[src/rtl/tia_pkg.sv]
// Shared TIA constants: write addresses, horizontal timing and playfield
// cell index ranges.
package tia_pkg;
  localparam int H_TOTAL         = 228;
  localparam int H_VISIBLE_START = 68;
  localparam int PF_CELLS        = 20;
  localparam int H_RIGHT_START   = H_VISIBLE_START + 4 * PF_CELLS;

  localparam logic [5:0] ADDR_PF0    = 6'h0D;
  localparam logic [5:0] ADDR_PF1    = 6'h0E;
  localparam logic [5:0] ADDR_PF2    = 6'h0F;
  localparam logic [5:0] ADDR_CTRLPF = 6'h0A;

  // Token index range fed by each register (PF0 D4..D7, PF1 D7..D0, PF2 D0..D7).
  localparam int PF0_FIRST = 0;
  localparam int PF0_LAST  = 3;
  localparam int PF1_FIRST = 4;
  localparam int PF1_LAST  = 11;
  localparam int PF2_FIRST = 12;
  localparam int PF2_LAST  = 19;
endpackage

[src/rtl/tia_playfield_sequencer_if.sv]
// CPU register write port into the TIA.
interface tia_playfield_sequencer_if;
  logic       wr_en;
  logic [5:0] wr_addr;
  logic [7:0] wr_data;

  modport master (output wr_en, output wr_addr, output wr_data);
  modport slave  (input  wr_en, input  wr_addr, input  wr_data);
endinterface

[src/rtl/tia_hcounter.sv]
// Horizontal colour-clock counter with line restart; exposes the next count
// so downstream registers can line up with hcount without added latency.
module tia_hcounter
  import tia_pkg::*;
#(
  parameter int H_TOTAL_P = H_TOTAL
) (
  input  logic       clk,
  input  logic       reset,
  input  logic       line_start,
  output logic [7:0] hcount,
  output logic [7:0] next_hcount
);
  logic [7:0] hcount_q;

  always_comb begin
    if (line_start)                           next_hcount = 8'd0;
    else if (hcount_q == 8'(H_TOTAL_P - 1))   next_hcount = 8'd0;
    else                                      next_hcount = hcount_q + 8'd1;
  end

  always_ff @(posedge clk) begin
    if (reset) hcount_q <= 8'd0;
    else       hcount_q <= next_hcount;
  end

  assign hcount = hcount_q;
endmodule

[src/rtl/tia_playfield_sequencer.sv]
// Playfield sequencer: PF register write decode, once-per-line reflect latch
// and one-hot token walk across the playfield cells.
module tia_playfield_sequencer
  import tia_pkg::*;
#(
  parameter int H_TOTAL_P         = H_TOTAL,
  parameter int H_VISIBLE_START_P = H_VISIBLE_START,
  parameter int PF_CELLS_P        = PF_CELLS
) (
  input  logic                  clk,
  input  logic                  reset,
  input  logic                  line_start,
  tia_playfield_sequencer_if.slave cpu,
  output logic [2:0]            pf_load,
  output logic [7:0]            pf_data,
  output logic [PF_CELLS_P-1:0] pf_token,
  output logic                  pf_active,
  output logic                  pf_right,
  output logic                  reflect,
  output logic [7:0]            hcount
);
  localparam int RIGHT_START = H_VISIBLE_START_P + 4 * PF_CELLS_P;

  logic [7:0]            next_hcount;
  logic [2:0]            pf_load_q, pf_load_d;
  logic [7:0]            pf_data_q;
  logic                  reflect_q, reflect_lat_q, lat_eff;
  logic [PF_CELLS_P-1:0] token_q, token_d;
  logic                  active_q, active_d, right_q, right_d;
  logic [5:0]            pix;
  logic [4:0]            idx;

  tia_hcounter #(.H_TOTAL_P(H_TOTAL_P)) u_hcounter (
    .clk         (clk),
    .reset       (reset),
    .line_start  (line_start),
    .hcount      (hcount),
    .next_hcount (next_hcount)
  );

  always_comb begin
    pf_load_d = 3'b000;
    if (cpu.wr_en) begin
      case (cpu.wr_addr)
        ADDR_PF0: pf_load_d = 3'b001;
        ADDR_PF1: pf_load_d = 3'b010;
        ADDR_PF2: pf_load_d = 3'b100;
        default:  pf_load_d = 3'b000;
      endcase
    end
  end

  // On the latch edge the token must already use the value being latched.
  always_comb begin
    active_d = (next_hcount >= 8'(H_VISIBLE_START_P));
    pix      = 6'((next_hcount - 8'(H_VISIBLE_START_P)) >> 2);
    right_d  = active_d && (pix >= 6'(PF_CELLS_P));
    lat_eff  = (next_hcount == 8'(RIGHT_START)) ? reflect_q : reflect_lat_q;
    if (!right_d)    idx = pix[4:0];
    else if (lat_eff) idx = 5'(6'(2 * PF_CELLS_P - 1) - pix);
    else              idx = 5'(pix - 6'(PF_CELLS_P));
    token_d = active_d ? ({{(PF_CELLS_P-1){1'b0}}, 1'b1} << idx) : '0;
  end

  always_ff @(posedge clk) begin
    if (reset) begin
      pf_load_q     <= 3'b000;
      pf_data_q     <= 8'h00;
      reflect_q     <= 1'b0;
      reflect_lat_q <= 1'b0;
      token_q       <= '0;
      active_q      <= 1'b0;
      right_q       <= 1'b0;
    end else begin
      pf_load_q <= pf_load_d;
      if (|pf_load_d) pf_data_q <= cpu.wr_data;
      if (cpu.wr_en && cpu.wr_addr == ADDR_CTRLPF) reflect_q <= cpu.wr_data[0];
      if (next_hcount == 8'(RIGHT_START)) reflect_lat_q <= reflect_q;
      token_q  <= token_d;
      active_q <= active_d;
      right_q  <= right_d;
    end
  end

  assign pf_load   = pf_load_q;
  assign pf_data   = pf_data_q;
  assign reflect   = reflect_q;
  assign pf_token  = token_q;
  assign pf_active = active_q;
  assign pf_right  = right_q;
endmodule

[src/flat_wrapper.sv]
// flat-port wrapper written by rule: the top's interface ports become plain ports
module tia_playfield_sequencer_flat import tia_pkg::*;
#(
  parameter int H_TOTAL_P         = H_TOTAL,
  parameter int H_VISIBLE_START_P = H_VISIBLE_START,
  parameter int PF_CELLS_P        = PF_CELLS
)
  (clk, reset, line_start, pf_load, pf_data, pf_token, pf_active, pf_right, reflect, hcount, cpu_wr_en, cpu_wr_addr, cpu_wr_data);
  tia_playfield_sequencer_if cpu_i ();
  input  logic clk;
  input  logic reset;
  input  logic line_start;
  output logic [2:0] pf_load;
  output logic [7:0] pf_data;
  output logic [PF_CELLS_P-1:0] pf_token;
  output logic pf_active;
  output logic pf_right;
  output logic reflect;
  output logic [7:0] hcount;
  input wire logic [$bits(cpu_i.wr_en)-1:0] cpu_wr_en;
  input wire logic [$bits(cpu_i.wr_addr)-1:0] cpu_wr_addr;
  input wire logic [$bits(cpu_i.wr_data)-1:0] cpu_wr_data;
  assign cpu_i.wr_en = cpu_wr_en;
  assign cpu_i.wr_addr = cpu_wr_addr;
  assign cpu_i.wr_data = cpu_wr_data;
  tia_playfield_sequencer #(.H_TOTAL_P(H_TOTAL_P), .H_VISIBLE_START_P(H_VISIBLE_START_P), .PF_CELLS_P(PF_CELLS_P)) u_core (.clk(clk), .reset(reset), .line_start(line_start), .cpu(cpu_i), .pf_load(pf_load), .pf_data(pf_data), .pf_token(pf_token), .pf_active(pf_active), .pf_right(pf_right), .reflect(reflect), .hcount(hcount));
endmodule
[config.mk]
export PLATFORM = sky130hd
export DESIGN_NAME = tia_playfield_sequencer_flat
export DESIGN_NICKNAME = d
export VERILOG_FILES = /design/src/rtl/tia_pkg.sv /design/src/rtl/tia_playfield_sequencer_if.sv /design/src/rtl/tia_hcounter.sv /design/src/rtl/tia_playfield_sequencer.sv /design/src/flat_wrapper.sv
export SDC_FILE = /design/constraint.sdc
export NUM_CORES = 1
export LEC_CHECK = 0
export ABC_AREA = 1
export BUFFER_PORTS_ARGS = -buffer_cell sky130_fd_sc_hd__buf_2
export CAP_MARGIN = 20
export CORE_UTILIZATION = 38
export CTS_CLUSTER_DIAMETER = 100
export DETAILED_ROUTE_END_ITERATION = 10
export PLACE_DENSITY = 0.71
export REMOVE_ABC_BUFFERS = 1
export SLEW_MARGIN = 5
export SYNTH_ARGS = -nofsm -noshare
export SYNTH_HDL_FRONTEND = slang
export SYNTH_SLANG_ARGS = --single-unit
[constraint.sdc]
create_clock -name clk -period 3 [get_ports clk]
set_input_delay 0.6 -clock clk [delete_from_list [all_inputs] [get_ports clk]]
set_output_delay 0.6 -clock clk [all_outputs]
set_load 0.005 [all_outputs]
Word-level counts from Yosys, hierarchy flattened
Index checks and enable logic that the tools add are counted.
{ "totals": {"regBits": 43, "inputBits": 18} }
{ "op_classes": {"n_eq_ne": 6, "muxes": 7, "n_addsub": 4, "n_lt_le_gt_ge": 2, "n_reduce_logical": 4, "shift": 1, "bitwise_logic": 1} }
{ "op_table": {"columns": ["cell", "n"], "rows": [
  ["$eq A6 B4 Y1 const B", 4],
  ["$shl A1 B5 Y20 const A", 1],
  ["$eq A8 B8 Y1 const B", 2],
  ["$mux W8", 2],
  ["$mux W5", 2],
  ["$pmux W3 S3", 1],
  ["$add A8 B1 Y8 const B", 1],
  ["$ge A8 B7 Y1 const B", 1],
  ["$sub A8 B7 Y8 const B", 1],
  ["$ge A6 B5 Y1 const B", 1],
  ["$sub A3 B5 Y5 const A", 1],
  ["$sub A5 B5 Y5 const B", 1],
  ["$mux W3", 1],
  ["$reduce_or A3 Y1", 1],
  ["$logic_and A1 B1 Y1", 2],
  ["$reduce_or A2 Y1", 1],
  ["$mux W1", 1],
  ["$not A1 Y1", 1]
]} }

Longest topological paths before layout
Gate-level depths: netlist of the first run.
{ "depth": {"depth_word": 8, "depth_mapped": 21, "mapped_depth_nobuf": 21} }

Modules after synthesis
Synthesis of the first run repeated with hierarchy kept, for this count alone.
{ "hier_totals": {"cells_unflattened": 272, "area_unflattened_um2": 2069.5} }
{ "modules_own_cells": {"columns": ["mod", "instances", "cells_each", "area_per_inst_um2"], "rows": [
  ["tia_playfield_sequencer", 1, 208, 1622.8],
  ["tia_hcounter", 1, 64, 446.7]
]} }

Worst setup path after synthesis of the first run
Ideal clock, no wire load.
{ "synth_path": {"kind": "register to register", "start": "reg u_core.u_hcounter.hcount_q[0] (netlist: u_core.u_hcounter.hcount[0])", "end": "reg u_core.token_q[0] (netlist: u_core.pf_token[0])", "path_buffers": 0, "t_arrival_ns": 2.530, "period_less_slack_ns": 2.594, "setup_time_ns": 0.064, "path_stages_with_launch": 19, "slack_ns": 0.406, "required_time_ns": 2.936, "path_cell_list": "dfxtp_1 > ha_1 > nand2_1 > inv_2 > nor2_1 > nand3_2 > ha_1 > xor2_1 > inv_1 > ha_1 > nand2_1 > nand2_1 > nand3_4 > nand2_4 > nand2_4 > nand2_2 > a21oi_4 > nand2_4 > nor2_1"} }
{ "synth_via": {"elab_chain_len": 8, "word_cells_on_any_way": 17} }
{ "synth_rtl": {"columns": ["element", "line_no", "text"], "rows": [
  ["from (decl)", "tia_hcounter.sv:14", "logic [7:0] hcount_q;"],
  ["from (signal assigned)", "tia_hcounter.sv:24", "else hcount_q <= next_hcount;"],
  ["$add A8 B1 Y8 / $eq A8 B8 Y1 (equally long branches)", "tia_hcounter.sv:19, tia_hcounter.sv:18", null],
  ["$mux W8 *", "tia_hcounter.sv:18", "else if (hcount_q == 8'(H_TOTAL_P - 1)) next_hcount = 8'd0;"],
  ["$mux W8 *", "tia_hcounter.sv:17", "if (line_start) next_hcount = 8'd0;"],
  ["$sub A8 B7 Y8 / $eq A8 B8 Y1 (equally long branches)", "tia_playfield_sequencer.sv:56, tia_playfield_sequencer.sv:58", null],
  ["$sub A5 B5 Y5, or another cell as far along", "tia_playfield_sequencer.sv:61", "else idx = 5'(pix - 6'(PF_CELLS_P));"],
  ["$mux W5 / $logic_and A1 B1 Y1 (equally long branches)", "tia_playfield_sequencer.sv:60, tia_playfield_sequencer.sv:57", null],
  ["$mux W5", "tia_playfield_sequencer.sv:59", "if (!right_d) idx = pix[4:0];"],
  ["$shl A1 B5 Y20", "tia_playfield_sequencer.sv:62", "token_d = active_d ? ({{(PF_CELLS_P-1){1'b0}}, 1'b1} << idx) : '0;"],
  ["to (signal assigned)", "tia_playfield_sequencer.sv:79", "token_q <= token_d;"],
  ["to (decl)", "tia_playfield_sequencer.sv:28", "logic [PF_CELLS_P-1:0] token_q, token_d;"]
]} }
Mark *: on every way between the ends. The rest lies on a longest branch, timed or not.
A chain may end at the register's enable or synchronous reset.

Worst setup path in the final report of the first run
{ "layout_path": {"start": "reg u_core.u_hcounter.hcount_q[1] (netlist: u_core.u_hcounter.hcount[1])", "end": "reg u_core.token_q[0] (netlist: u_core.pf_token[0])"} }
{ "layout_via": {"elab_chain_len": 8, "word_cells_on_any_way": 17} }
{ "layout_rtl": {"columns": ["element", "line_no", "text"], "rows": [
  ["$add A8 B1 Y8 / $eq A8 B8 Y1 (equally long branches)", "tia_hcounter.sv:19, tia_hcounter.sv:18", null],
  ["$mux W8 *", "tia_hcounter.sv:18", null],
  ["$mux W8 *", "tia_hcounter.sv:17", null],
  ["named net u_core.next_hcount[2]", "tia_playfield_sequencer.sv:24", "logic [7:0] next_hcount;"],
  ["$sub A8 B7 Y8 / $eq A8 B8 Y1 (equally long branches)", "tia_playfield_sequencer.sv:56, tia_playfield_sequencer.sv:58", null],
  ["$sub A5 B5 Y5, or another cell as far along", "tia_playfield_sequencer.sv:61", null],
  ["$mux W5 / $logic_and A1 B1 Y1 (equally long branches)", "tia_playfield_sequencer.sv:60, tia_playfield_sequencer.sv:57", null],
  ["$mux W5", "tia_playfield_sequencer.sv:59", null],
  ["$shl A1 B5 Y20", "tia_playfield_sequencer.sv:62", null]
]} }
The timed path passes the listed nets; every way through them passes the cells marked *.

==> impl_metrics.tcl, run 1 <==
set metrics [dict create \
    status "finished clean" \
    setup_viol 0 \
    endpoint_kind "flip-flop" \
    max_clock_freq_ghz 0.3758 \
    synth_flop_cell "dfxtp_1" \
    track_usage 0.1616 \
    area_growth_pct 23.43 \
    fin_crit_ns 2.661 \
    synth_warnings 0 \
    final_common_cell "nand2_1" \
    cts_tree "yes" \
    numCtsBuffers 5 \
    nets 374 \
    grt_pass1_wl_um 7707 \
    swShare 0.2167 \
    cts_root_buf "clkbuf_8" \
    mostFrequentLayoutCells "nand2_1 (64), buf_2 (59), dfxtp_1 (41)" \
    num_vias 1985 \
    grt-ovfl-total 0 \
    antenna_found_initial 0 \
    min_path_cells 2 \
    worst-slew-pin-transition_ns 1.005 \
    num_rows 27 \
    synth-seq-area-share 0.4000 \
    finalClockSkew_ns 0.004443 \
    cp-start-kind "flip-flop" \
    drive_gt1_frac 0.3210 \
    worst_skew_pair.late_latency_ns 0.29 \
    crit_required_ns 3.23 \
    slew_violations 0 \
    core_um2 5473 \
    clockBufferDepth 2 \
    postSynthCellCount 285 \
    dieArea_um2 5968 \
    rsz0062_at_grt "false" \
    wire_per_inst_um 10.75 \
    drv_cap 0 \
    ant_nets 0 \
    path_max_fanout 8 \
    globalplace.congestion 0.8105 \
    p_comb_frac 0.049 \
    p_int_uw 756.7 \
    synth_cell_types 27 \
    p_sw_uw 209.3 \
    wl_um 4558 \
    drt_iter0_drc 93 \
    seqCellArea_um2 865.8 \
    rr_worst_depth 18 \
    clock-sinks 43 \
    hold_viol 0 \
    synth-seq-cells 43 \
    peakVddDrop_v 0.0001773 \
    cts_hold_buf 0 \
    placedCellCount 416 \
    clockPowerShare 0.354 \
    syn_avg_cell_area_um2 7.551 \
    instances_no_fill 424 \
    routed_via_density 4.682 \
    async_flop_share 0 \
    min_path_type "reg2reg" \
    drtPass1Iterations 6 \
    synth_area_um2 2152 \
    diodes 0 \
    nFillCells 567 \
    port-buffer-count 59 \
    power_density_nw_per_um2 363.6 \
    leakage_uw 0.001299 \
    synth_edf_count 0 \
    path_clk_slew_ns 0.08 \
    initial_core_util 0.3932 \
    grt_pass1_vias 1813 \
    io_pins 60 \
    chipHeight_um 77.26 \
    power_frac_seq 0.597 \
    h-tree-depth 2 \
    total_power_uw 965.9 \
    arrival_ns 2.89 \
    multi_input_comb_area_um2 1162 \
    dp_hpwl_um 3609 \
    grt_max_degree 17 \
    path_class "reg2reg" \
    period_share 0.8870 \
    fin_tns_setup_ns 0 \
    die_x_um 77.26 \
    maxSlewHeadroom 0.3273 \
    drc 0 \
]
-- state kept, by name, indices dropped and copies added, names as in the netlist --
name and flops:
u_core.pf_token 20, u_core.pf_data 8, u_core.u_hcounter.hcount 8, u_core.pf_load 3, u_core.pf_active 1, u_core.pf_right 1
u_core.reflect 1, u_core.reflect_lat_q 1
-- timing repair --
item / in CTS / in global routing
setup endpoints to repair: 0 / 20
resized for setup: 0 / 8
buffers inserted: 0 / 0
-- cell type report --
cell class / instances / area share
Clock inverter: 1 / 0.001884
Sequential cell: 43 / 0.3260
Timing Repair Buffer: 61 / 0.1168
Tap cell: 72 / 0.03391
Clock buffer: 7 / 0.02873
Multi-Input combinational cell: 201 / 0.4376
Inverter: 39 / 0.05511
-- Yosys cell counts (2+ instances only) --
cell	count	area, um^2
nand3_2	8	80.08
nor4_1	4	25.02
inv_1	35	131.4
nor2_8	2	40.04
inv_2	4	15.01
a21oi_1	8	40.04
nand3_4	2	35.03
o211ai_1	2	15.01
nand2_2	10	62.56
nor2_4	2	22.52
o21ai_0	8	40.04
nand2_4	6	67.56
ha_1	5	62.56
dfxtp_1	43	860.8
clkbuf_1	2	7.510
o21bai_2	2	22.52
nand3_1	23	115.1
a21oi_4	2	32.53
nand4_1	6	37.54
nor2_1	41	153.9
nand2_1	64	240.2
-- kinds of logic (layout without fill, tap and decap cells) --
| kind of cell | after synthesis | after routing | synth area share |
|---|---|---|---|
| AO/OA/AOI/OAI | 24 | 24 | 0.07733 |
| XOR/XNOR | 1 | 1 | 0.004071 |
| adder cells (fa/ha/maj) | 5 | 5 | 0.02907 |
| buffers and inverters | 41 | 108 | 0.07151 |
| flip-flops | 43 | 43 | 0.4000 |
| AND/OR/NAND/NOR | 171 | 171 | 0.4180 |
-- worst max-delay path, cell delays in order (launching register included) --
cell and delay [ns]:
dfxtp_2 0.38, ha_4 0.16, nand2_1 0.05, nor2_1 0.08
nand2_1 0.12, nand3_2 0.15, inv_1 0.13, nor2_2 0.12
inv_1 0.04, nand2_1 0.06, nand2_2 0.11, ha_1 0.26
nand2_1 0.12, nand3_4 0.11, a21oi_4 0.22, nand2_2 0.11
a21oi_4 0.18, nand2_4 0.10, nor2_1 0.10
-- power by group through the flow --
stage | clock [uW] | combinational [uW] | sequential (uW)
2_1_floorplan | 0 | 22.1 | 590
3_3_place_gp | 0 | 44.6 | 590
3_5_place_dp | 0 | 46.2 | 590
4_1_cts | 353 | 46.3 | 576
5_1_grt | 382 | 52.4 | 578
6_report | 342 | 47.0 | 577
-- worst paths after layout --
kind / startpoint / to / slack, ns
hold / removal: u_core.pf_data[6] / u_core.pf_data[6] / 0.44
setup / recovery: u_core.u_hcounter.hcount[1] / u_core.pf_token[0] / 0.34
setup reg to reg: u_core.u_hcounter.hcount[1] / u_core.pf_token[0] / 0.34
hold reg to reg: u_core.pf_data[6] / u_core.pf_data[6] / 0.44
-- layer usage --
metal	vias to the layer above	wire (um)	GRT usage
met1	898	2067	0.1854
met5	-	0	0
li1	1040	-	-
met3	9	133	0.03810
met2	38	2289	0.2867
met4	0	68	0.06226
-- per-stage QoR --
step	setup slack, ns	hold slack, ns	util	area, um^2
finish	0.3391	0.4407	0.4854	2656
global route	0.02060	0.4649	0.4854	2656
CTS	0.1235	0.4453	0.4799	2626
detailed placement	0.07451	0.4341	0.4650	2545
global placement	0.1197	0.4304	0.4650	2545
floorplan	0.4057	0.4399	-	2145
Note: power is estimated with default switching activity, not from simulation.
==> run 2, diff against run 1 <==
--- a/config.mk
+++ b/config.mk
@@ -9,6 +9,7 @@
 export BUFFER_PORTS_ARGS = -buffer_cell sky130_fd_sc_hd__buf_2
 export CAP_MARGIN = 20
 export CORE_UTILIZATION = 38
+export CTS_BUF_LIST = sky130_fd_sc_hd__clkbuf_4 sky130_fd_sc_hd__clkbuf_8
 export CTS_CLUSTER_DIAMETER = 100
 export DETAILED_ROUTE_END_ITERATION = 10
 export PLACE_DENSITY = 0.71
==> run 2 against run 1 <==
  * First-iteration DRC count is 12% higher
  * Global-route usage unchanged
  * Via count about the same
  * Highest routed layer unchanged
  * Cell count unchanged
  * Sequential power about the same
  * Non-clock buffer count is the same
  * Largest power group unchanged
  * Core utilization is 0.14 points higher
  * Critical endpoint unchanged
  * Clock power is 6% higher
  * Sequential share of layout area fell by 0.092 points
  * Critical path type unchanged
==> impl_metrics.tcl, run 2 (synthesis gave the netlist of run 1 again) <==
set metrics [dict create \
    initial_core_util 0.3932 \
    wl_met1_um 2084 \
    cts_hold_buf 0 \
    globalplace.congestion 0.8105 \
    numCtsBuffers 5 \
    rr_worst_depth 18 \
    path_class "reg2reg" \
    worst-slew-pin-transition_ns 0.9942 \
    nFillCells 565 \
    drv_cap 0 \
    wire_per_inst_um 10.76 \
    hold_viol 0 \
    largest_reg_flops 20 \
    endpoint_kind "flip-flop" \
    leakage_uw 0.001306 \
    r2r-end "u_core.pf_token[0]" \
    dp_hpwl_um 3609 \
    period_share 0.8883 \
    mostFrequentLayoutCells "nand2_1 (64), buf_2 (59), dfxtp_1 (41)" \
    track_usage 0.1616 \
    placedCellCount 416 \
    cts_root_buf "clkbuf_8" \
    p_int_uw 774.7 \
    routed.top_layer "met4" \
    drtPass1Iterations 7 \
    antenna_found_initial 0 \
    finalClockSkew_ns 0.004778 \
    ant_nets 0 \
    h-tree-depth 2 \
    diodes 0 \
    maxSlewHeadroom 0.3343 \
    clockPowerShare 0.366 \
    drt_iter0_drc 104 \
    fin_ws_ns 0.3350 \
    swShare 0.2132 \
    clock-sinks 43 \
    grt_pass1_vias 1814 \
    num_rows 27 \
    num_vias 1986 \
    worst_skew_pair.late_latency_ns 0.29 \
    rsz0062_at_grt "false" \
    path_clk_slew_ns 0.07 \
    arrival_ns 2.89 \
    nets 374 \
    crit_required_ns 3.23 \
    core_um2 5473 \
    area_growth_pct 23.78 \
    power_density_nw_per_um2 369.7 \
    grt_max_degree 17 \
    drive_gt1_frac 0.3267 \
    routed-wl-met2_um 2286 \
    drc 0 \
    routed_via_density 4.684 \
    grt-ovfl-total 0 \
    p_sw_uw 210.0 \
    io_pins 60 \
    crit_end "u_core.pf_token[0]" \
    max_clock_freq_ghz 0.3752 \
    dieArea_um2 5968 \
    power_frac_seq 0.586 \
    cp-start-kind "flip-flop" \
    startpoint "u_core.u_hcounter.hcount[1]" \
    wl_um 4564 \
    setup_viol 0 \
    peakVddDrop_v 0.0001773 \
    port-buffer-count 59 \
    chipHeight_um 77.26 \
    status "finished clean" \
    fin_crit_ns 2.665 \
    fin_tns_setup_ns 0 \
    die_x_um 77.26 \
    placedInstanceArea_um2 2545 \
    slew_violations 0 \
    path_max_fanout 8 \
    final_common_cell "nand2_1" \
    post-place-ws_ns 0.07451 \
    min_path_type "reg2reg" \
    grt_pass1_wl_um 7714 \
    p_comb_frac 0.048 \
    wl_met3_um 126 \
    final_core_util 0.4867 \
    r2r_slack_ns 0.34 \
    fin_area_um2 2664 \
    reg2reg_from "u_core.u_hcounter.hcount[1]" \
    clockBufferDepth 2 \
    cts_tree "yes" \
    instances_no_fill 424 \
    post-cts-setup-buffers 0 \
]
## run 2: cell count changes in the layout (fill, tap and decap cells not counted)
cell	change
clkbuf_1	-2
clkbuf_4	+2
## run 2: worst min path at each step
stage	cells past startpoint	slack (ns)	to	from
after detailed placement	2	0.43	u_core.pf_data[6]	u_core.pf_data[6]
after global routing	2	0.46	u_core.pf_data[5]	u_core.pf_data[5]
final	2	0.44	u_core.pf_data[6]	u_core.pf_data[6]
after floorplan	2	0.44	u_core.pf_data[0]	u_core.pf_data[0]
after CTS	2	0.45	u_core.pf_data[6]	u_core.pf_data[6]
after global placement	2	0.43	u_core.pf_data[1]	u_core.pf_data[1]
## run 2: power by group through the flow
stage          Combinational, uW  Clock, uW  Sequential (uW)
2_1_floorplan               22.1          0              590
3_3_place_gp                44.6          0              590
3_5_place_dp                46.2          0              590
4_1_cts                     46.3        371              576
5_1_grt                     52.4        400              578
6_report                    47.0        361              577
## run 2: cell type report
type                       instances  area, um^2  share of cell area
clock buffer                       7       83.83             0.03147
inverter                          39       146.4             0.05496
sequential                        43       865.8              0.3250
clock inverter                     1       5.005            0.001879
timing repair buffer              61       310.3              0.1165
multi-input combinational        201        1162              0.4364
tap                               72       90.09             0.03382
## run 2: layer usage
metal,vias up,GRT usage
met1,903,0.1847
met2,34,0.2876
met5,-,0
met3,9,0.03810
li1,1040,-
met4,0,0.06226
## run 2: through the flow
| step | total power, uW | hold WS [ns] |
|---|---|---|
| final | 984.7 | 0.4407 |
| after global routing | 1029 | 0.4649 |
| after CTS | 994.0 | 0.4453 |
| after detailed placement | 636.1 | 0.4341 |
| after global placement | 634.4 | 0.4304 |
| after floorplan | 612.2 | 0.4399 |
## run 2: repair_timing
item	CTS	global route
endpoints found under the setup margin	0	20
hold endpoints to repair	0	0
gates resized for setup	0	8
## run 2: critical path, cell delays in order (launching register included)
cell	delay, ns
dfxtp_2	0.38
ha_4	0.16
nand2_1	0.05
nor2_1	0.08
nand2_1	0.12
nand3_2	0.15
inv_1	0.13
nor2_2	0.12
inv_1	0.04
nand2_1	0.06
nand2_2	0.11
ha_1	0.26
nand2_1	0.12
nand3_4	0.11
a21oi_4	0.22
nand2_2	0.11
a21oi_4	0.18
nand2_4	0.10
nor2_1	0.10
==> run 3, diff against run 2 <==
--- a/config.mk
+++ b/config.mk
@@ -8,6 +8,7 @@
 export ABC_AREA = 1
 export BUFFER_PORTS_ARGS = -buffer_cell sky130_fd_sc_hd__buf_2
 export CAP_MARGIN = 20
+export CORE_MARGIN = 3
 export CORE_UTILIZATION = 38
 export CTS_BUF_LIST = sky130_fd_sc_hd__clkbuf_4 sky130_fd_sc_hd__clkbuf_8
 export CTS_CLUSTER_DIAMETER = 100
==> constraint.sdc (replaced) <==
create_clock -name clk -period 2.7 [get_ports clk]
set_input_delay 0.54 -clock clk [delete_from_list [all_inputs] [get_ports clk]]
set_output_delay 0.54 -clock clk [all_outputs]
set_load 0.005 [all_outputs]
==> run 3 against run 2 <==
  * Global-route usage is 0.58 points lower
  * Wire length is 7.6% higher
  * Die area is 11% higher
  * Cell count is 2.6% higher
  * Critical path depth is 1 lower
  * Register-to-register slack worse by 0.22 ns
  * Setup slack worse by 0.22 ns
  * First-iteration DRC count is 12% higher
==> impl_metrics.tcl, run 3 (synthesis gave the netlist of run 1 again) <==
set metrics [dict create \
    leakage_uw 0.001362 \
    post-place-ws_ns -0.03755 \
    grt_pass1_vias 1899 \
    path_max_fanout 8 \
    drv_cap 0 \
    dieArea_um2 6602 \
    mostFrequentLayoutCells "nand2_1 (61), buf_2 (59), dfxtp_1 (39)" \
    grt-ovfl-total 0 \
    maxSlewHeadroom 0.6332 \
    clockBufferDepth 2 \
    track_usage 0.1558 \
    setup_viol 0 \
    path_class "reg2reg" \
    drive_gt1_frac 0.3808 \
    slew_violations 0 \
    chipHeight_um 81.26 \
    initial_core_util 0.4059 \
    cp-start-kind "flip-flop" \
    core_um2 5303 \
    port-buffer-count 59 \
    status "finished clean" \
    grt_use_met2 0.2586 \
    dp_hpwl_um 3755 \
    fin_area_um2 2825 \
    endpoint_kind "flip-flop" \
    crit_path_max_incr_delay_ns 0.34 \
    path_clk_slew_ns 0.08 \
    io_pins 60 \
    finalHoldWorstSlack_ns 0.4341 \
    instances_no_fill 435 \
    met3_usage 0.03437 \
    drc 0 \
    final_common_cell "nand2_1" \
    grt_util_met1 0.1904 \
    min_path_type "in2reg" \
    fin_ws_ns 0.1116 \
    clock-sinks 43 \
    worst_skew_pair.late_latency_ns 0.30 \
    critPathBufInv 2 \
    die_x_um 81.26 \
    nets 387 \
    period_share 0.9587 \
    peakVddDrop_v 0.0001877 \
    routed_via_density 4.708 \
    cts_root_buf "clkbuf_8" \
    h-tree-depth 2 \
    crit_required_ns 2.94 \
    area_growth_pct 31.28 \
    num_vias 2048 \
    fin_crit_ns 2.588 \
    max_clock_freq_ghz 0.3863 \
    wire_per_inst_um 11.29 \
    path_cells "ha_4 > nand2_1 > inv_2 > nor2_1 > nand3_2 > ha_4 > xor2_4 > inv_1 > ha_1 > nand2_1 > nand2_2 > nand3_4 > a21oi_4 > nand2_2 > a21oi_4 > nand2_4 > nor2_2" \
    grt_max_degree 17 \
    ant_nets 0 \
    grt_pass1_wl_um 7997 \
    placedInstanceArea_um2 2610 \
    antenna_found_initial 0 \
    nFillCells 502 \
    cp_top_family "simple AND/OR/NAND/NOR gates" \
    largest_reg_flops 20 \
    num_rows 26 \
    globalplace.congestion 0.8224 \
    hold_viol 0 \
    cts_tree "yes" \
    power_density_nw_per_um2 393.1 \
    drt_iter0_drc 116 \
    finalClockSkew_ns 0.003616 \
    drtPass1Iterations 4 \
    numCtsBuffers 5 \
    placedCellCount 423 \
    wl_um 4913 \
    arrival_ns 2.82 \
    worst-slew-pin-transition_ns 0.5426 \
    diodes 0 \
    cp_slowest_cell "dfxtp_2" \
    busiest_layer "met2" \
]
run 3: changes by cell type in the layout (fill, tap and decap cells not counted), moves of 2 or more:
cell	before	now
dfxtp_2	1	4
nor2_1	40	37
nand2_2	10	12
nor2_2	2	5
nand2_1	64	61
buf_4	2	15
dfxtp_1	41	39
ha_4	1	3
run 3: what timing repair did:
item,4_1_cts,5_1_grt
pin swaps,0,9
buffers inserted,0,4
hold buffers,0,0
resized for setup,1,22
setup endpoints to repair,3,20
run 3: per-stage QoR:
stage	total power [uW]	setup TNS, ns	utilization
after floorplan	680.2	0	-
after global placement	711.0	0	0.4922
after detailed placement	712.0	-0.1468	0.4922
after CTS	1113	0	0.5092
after global routing	1152	-0.09641	0.5328
final	1111	0	0.5328
run 3: metal layers:
metal | wire length [um] | up-vias
li1 | - | 1064
met1 | 2244 | 934
met2 | 2335 | 42
met3 | 220 | 8
met4 | 112 | 0
met5 | 0 | -
run 3: worst reg2reg max path, delay by kind of cell (launching register included):
kind            cells  cell delay (ns)
buf+inv             2             0.13
xor+xnor            1             0.16
simple gates        9             0.93
flops               1             0.34
compound gates      2             0.42
fa+ha+maj           3             0.54
run 3: path summary, 6_finish.rpt:
kind	depth (start not counted)	start	to	slack, ns
setup / recovery	17	u_core.u_hcounter.hcount[0]	u_core.pf_token[3]	0.11
hold / removal	2	cpu_wr_addr[1]	u_core.pf_load[0]	0.43
hold reg to reg	2	u_core.pf_data[1]	u_core.pf_data[1]	0.44
setup reg to reg	17	u_core.u_hcounter.hcount[0]	u_core.pf_token[3]	0.11
run 3: final cells by class:
type                       instances  area [um^2]  area share
inverter                          39        146.4     0.05182
timing repair buffer              74        407.9      0.1444
clock buffer                       6        76.32     0.02702
tap                               70        87.58     0.03100
sequential                        43        865.8      0.3065
clock inverter                     2        12.51    0.004429
multi-input combinational        201         1229      0.4349
run 3: report_power, final:
group	total (uW)	internal (uW)	switching, uW
registers	640	638	2.78
clock network	410	191	219
logic	60.6	27.1	33.5
total	1110	856	255
